**src/rtl/irq_aggregator.sv**
```systemverilog
// Interrupt aggregator: pending/overrun latching with per-source mask and edge/level mode.
// Optional 2-flop input synchroniser enabled by defining IRQ_AGGREGATOR_SYNC_EN.
module irq_aggregator #(
    parameter int NSRC = 8
) (
    input  logic            clkin,
    input  logic            resetn,
    input  logic [NSRC-1:0] irq_in,
    input  logic [3:0]      reg_msk_we,
    input  logic [31:0]     reg_msk_di,
    output logic [31:0]     reg_msk_do,
    input  logic [3:0]      reg_mode_we,
    input  logic [31:0]     reg_mode_di,
    output logic [31:0]     reg_mode_do,
    input  logic [3:0]      reg_pnd_we,
    input  logic [31:0]     reg_pnd_di,
    output logic [31:0]     reg_pnd_do,
    input  logic [3:0]      reg_ovr_we,
    input  logic [31:0]     reg_ovr_di,
    output logic [31:0]     reg_ovr_do,
    output logic [31:0]     reg_id_do,
    output logic            irq_out
);

    logic [NSRC-1:0] msk_q, msk_d;
    logic [NSRC-1:0] mode_q, mode_d;
    logic [NSRC-1:0] pnd_q, pnd_d;
    logic [NSRC-1:0] ovr_q, ovr_d;
    logic [NSRC-1:0] prev_q;
    logic            irq_q, irq_d;
    logic [NSRC-1:0] s;
    logic [NSRC-1:0] set_ev, clr_ev, ovr_set, ovr_clr;
    logic [31:0]     be_msk, be_mode, be_pnd, be_ovr;
    logic            unused_hi;

    function automatic logic [31:0] be_expand(input logic [3:0] we);
        return {{8{we[3]}}, {8{we[2]}}, {8{we[1]}}, {8{we[0]}}};
    endfunction

    // Lowest active index wins; an empty vector yields an all-zero word.
    function automatic logic [31:0] enc_id(input logic [NSRC-1:0] act);
        logic [31:0] r;
        r = '0;
        for (int i = NSRC - 1; i >= 0; i--) begin
            if (act[i]) r = {1'b1, 26'd0, 5'(i)};
        end
        return r;
    endfunction

`ifdef IRQ_AGGREGATOR_SYNC_EN
    logic [NSRC-1:0] sync1_q, sync2_q;

    always_ff @(posedge clkin or negedge resetn) begin
        if (!resetn) begin
            sync1_q <= '0;
            sync2_q <= '0;
        end else begin
            sync1_q <= irq_in;
            sync2_q <= sync1_q;
        end
    end

    assign s = sync2_q;
`else
    assign s = irq_in;
`endif

    assign be_msk  = be_expand(reg_msk_we);
    assign be_mode = be_expand(reg_mode_we);
    assign be_pnd  = be_expand(reg_pnd_we);
    assign be_ovr  = be_expand(reg_ovr_we);

    // Bits above NSRC-1 have no storage; fold them into one ignored net.
    assign unused_hi = ^{reg_msk_di, reg_mode_di, reg_pnd_di, reg_ovr_di,
                         be_msk, be_mode, be_pnd, be_ovr};

    always_comb begin
        msk_d   = (msk_q  & ~be_msk[NSRC-1:0])  | (reg_msk_di[NSRC-1:0]  & be_msk[NSRC-1:0]);
        mode_d  = (mode_q & ~be_mode[NSRC-1:0]) | (reg_mode_di[NSRC-1:0] & be_mode[NSRC-1:0]);
        set_ev  = (mode_q & s & ~prev_q) | (~mode_q & s);
        clr_ev  = be_pnd[NSRC-1:0] & reg_pnd_di[NSRC-1:0];
        pnd_d   = set_ev | (pnd_q & ~clr_ev);
        // Overrun only counts edge events that land on an uncleared pending bit.
        ovr_set = mode_q & set_ev & pnd_q & ~clr_ev;
        ovr_clr = be_ovr[NSRC-1:0] & reg_ovr_di[NSRC-1:0];
        ovr_d   = ovr_set | (ovr_q & ~ovr_clr);
        irq_d   = |(pnd_q & msk_q);
    end

    always_ff @(posedge clkin or negedge resetn) begin
        if (!resetn) begin
            msk_q  <= '0;
            mode_q <= '0;
            pnd_q  <= '0;
            ovr_q  <= '0;
            prev_q <= '0;
            irq_q  <= 1'b0;
        end else begin
            msk_q  <= msk_d;
            mode_q <= mode_d;
            pnd_q  <= pnd_d;
            ovr_q  <= ovr_d;
            prev_q <= s;
            irq_q  <= irq_d;
        end
    end

    assign reg_msk_do  = 32'(msk_q);
    assign reg_mode_do = 32'(mode_q);
    assign reg_pnd_do  = 32'(pnd_q);
    assign reg_ovr_do  = 32'(ovr_q);
    assign reg_id_do   = enc_id(pnd_q & msk_q);
    assign irq_out     = irq_q;

endmodule

```
**config.mk**
```make
export PLATFORM = sky130hd
export DESIGN_NAME = irq_aggregator
export DESIGN_NICKNAME = d
export VERILOG_FILES = /design/src/rtl/irq_aggregator.sv
export SDC_FILE = /design/constraint.sdc
export NUM_CORES = 1
export LEC_CHECK = 0
export BUFFER_PORTS_ARGS = -buffer_cell sky130_fd_sc_hd__buf_4
export CAP_MARGIN = 20
export CORE_AREA = 4 4 121 123
export CTS_CLUSTER_SIZE = 14
export DETAILED_ROUTE_END_ITERATION = 8
export DIE_AREA = 0 0 125 127
export SYNTH_ARGS = -nofsm -noshare
export SYNTH_HDL_FRONTEND = slang
export SYNTH_SLANG_ARGS = --single-unit
```
**constraint.sdc**
```tcl
create_clock -name clkin -period 1.2 [get_ports clkin]
set_input_delay 0.06 -clock clkin [delete_from_list [all_inputs] [get_ports clkin]]
set_output_delay 0.06 -clock clkin [all_outputs]
set_load 0.02 [all_outputs]
```
Word level (Yosys, flattened, before mapping). Index checks and enable logic that the tools add are counted.

Word-level logic and storage cells: 41. Output and inout port bits: 161. Bits of input ports: 154. Register bits after elaboration: 41.

Multiplexer cells: 8. Reduce and logical (&&, ||, !) cells: 1. Bitwise logic cells: 26.

Operators with widths (count): 32-bit two-way mux (8); 8-bit bitwise AND (15); 8-bit NOT (6); 8-bit OR (5); 8-bit OR reduction (1).

Depth between registers and ports, before layout.
Depth in word-level cells: 9. Mapped depth: 4. Depth with buffers taken out: 3.

Worst setup path before layout. No wires, ideal clock.

Path type: register to output. Start point: reg with a tool-made name. End point: out reg_id_do[1]. Data arrival time: 1.339 ns. Data required time: 1.140 ns. Cell stages (with the launch flop): 4. Path slack: -0.199 ns. Path buffers: 0. Cell sequence: dfrtp_1 > a22oi_2 > a221oi_2 > a221oi_1.

RTL lines: end: declaration (RTL line 21) `output logic [31:0] reg_id_do,`.

==> impl_results.md <==
* Initial antenna violation count at 0
* Via/cell ratio at 3.22
* Failing checks: negative setup slack
* Pre-CTS setup slack at -0.0107 ns
* Area leader, netlist: dfrtp_1
* Die width at roughly 130 um
* Fin crit share at 1.26
* Worst EP required at 1.14 ns
* Bufs on Longest Clock Path at 2
* Final Non-Filler Cells at 578
* Final Hold Fails at 0
* Area share of the largest cell type after synthesis at 0.395
* Setup crit end kind: output pin
* Post-DP HPWL at 5490 um
* Status: complete, but fails checks
* Drt total wl at 6960 um
* Pwr/cell area at 1330 nW/um^2
* Top Ports at approximately 320
* ANT cells at 0
* Share of cells above drive strength 1 at 0.329
* Hold Path Cell Cnt at 2
* Leakage at roughly 1.8 nW
* RSZ-0062 raised after global routing: true
* Highest routed layer: met4
* Worst path most repeated cell: a221oi_2
* WL met1 at around 2700 um
* Min-Delay Path Class: in -> reg
* Crit path DAT at 1.45 ns
* Max_slew headroom at 0.622
* Std-Cell Core Area at 13700 sq um
* Port buffer count at 82
* CP Class: reg -> out
* CP max FO at 2
* #FFs+latches synth at 41
* Die area at ~16000 sq um
* CTS root buf: clkbuf_16
* Length in cells of the worst reg-to-reg path at 3
* Commonest non-fill, non-tap cells in the layout: conb_1 (124), buf_4 (93), nand2_1 (69)
* DR WL met3 at 845 um
* FMAX at 0.660 GHz
* Vias in the first global route at around 1800
* Util after Layout at 0.255
* CTS tree: yes
* Global-route wire length before repair at roughly 10000 um
* Setup violators final at 4
* CTS clk-pin slew, worst paths at approximately 0.060 ns
* Clk_lat worst skew at 0.28 ns
* Min-delay src: reg_msk_di[5]
* Min Clock Period, post-route at roughly 1.5 ns
* Worst clock skew at 0.00538 ns
* Max-cap violations at 0
* Hold Slack at 0.00753 ns
* Max-slew violations at 0
* RD Place Congestion at 0.698
* Initial Util at 0.190
* Post-route DRC at 0
* Metal2 WL at 3320 um
* Slowest CP cell: dfrtp_1
* Drt pass-1 iters at 4
* Cell Area, Placed at 3080 sq um
* Final Instance Area at 3490 sq um
* Nets@finish at around 550
* Critical-path cell list: a22o_4 > a221oi_2 > a221oi_2 > buf_4
* Peak VDD IR at 649 uV
* Overflow after GRT at 0
* Die height at 127 um
* Syn_area_per_cell at roughly 9.3 sq um
* Largest net degree at the start of global routing at 42
* H-tree levels at 2
* Area contributors post-synth: dfrtp_1 (39%), buf_4 (36%), nand2_1 (10%)
* Number of antenna-violating nets in the routed design at 0
* Least-Margin Pin Slew at 0.567 ns
* Library cells used by synthesis at 19
* Vias at 1864
* Cells after DPL at between 500 and 600
* Synth-to-Final Area Change at 34.2%
* Most common cell after layout, fill and taps aside: conb_1
* Routed WL per cell at 12.0 um
* Gr usage total at 0.0819
* Setup ws final at -0.315 ns
* TritonCTS Buffers at 5
* Worst Setup Start Kind: flop
* Synthesized area at 2600 sq um
* Rows at 43
* Sequential share of the synthesized area at 0.395
* Yosys warns at 0
* Detailed Route Iter0 Violations at 21
* Cells after Synth at 278
* CTS Sinks at 41
* Max incr delay on CP at 0.39 ns
area by class of cell:
| class | count | area, sq um |
|---|---|---|
| Clock inverter | 2 | 38.8 |
| Tap cell | 180 | 225 |
| Fill cell | 1483 | 10200 |
| Sequential cell | 41 | 1030 |
| Multi-Input combinational cell | 232 | 1120 |
| Timing Repair Buffer | 117 | 945 |
| Clock buffer | 6 | 129 |
cell families (layout without fill, tap and decap cells):
group           count (synthesis)  after routing  synth area share
buf+inv                       128            125             0.365
mux                            16             16            0.0693
other cells                     1            124           0.00144
compound gates                 16             16            0.0539
simple gates                   76             76             0.115
flops                          41             41             0.395
layer usage:
| metal | vias up | global-route usage |
|---|---|---|
| li1 | 887 | - |
| met3 | 8 | 0.0368 |
| met4 | 0 | 0.0191 |
| met5 | - | 0 |
| met2 | 122 | 0.135 |
| met1 | 847 | 0.0986 |
path summary, 6_finish.rpt:
path	to	slack (ns)
worst max-delay path	reg_id_do[1]	-0.31
worst min-delay path	flop	0.008
worst max register to register	irq_out	0.12
worst min register to register	ovr_q[7]	0.45
max in group asynchronous	ovr_q[1]	0.49
min in group asynchronous	async pin	0.31
through the flow:
| stage | setup TNS (ns) | power (mW) |
|---|---|---|
| finish | -1.04 | 4.66 |
| global route | -1.40 | 4.91 |
| CTS | -1.08 | 4.71 |
| detailed placement | -0.0107 | 3.03 |
| global placement | 0 | 3.02 |
| floorplan | -0.00872 | 2.74 |
repair_timing:
action	in CTS	in global routing
cloned	0	0
pin swaps	2	3
setup endpoints to repair	4	4
endpoints found under the hold margin	67	0
setup buffers	0	1
resized for setup	6	4
hold buffers	19	0
critical path: cells and delay by family, from the launching register on:
family          cells  cell delay [ns]
compound gates      3             0.61
buf+inv             1             0.17
flops               1             0.39
power breakdown:
group,switching (mW),internal [mW]
Clock,0.578,0.987
Combinational,0.905,0.557
Sequential,0.108,1.52
cell usage after synthesis (all sizes together):
cell	count
nand3	1
a32oi	2
a22oi	2
mux2	16
o21ai	1
nor2	1
a22o	1
buf	127
nand2	70
nand4	2
nor2b	1
and2	1
a221oi	2
clkbuf	1
o31ai	8
conb	1
dfrtp	41
No activity file was read; power rests on OpenSTA's default activity.
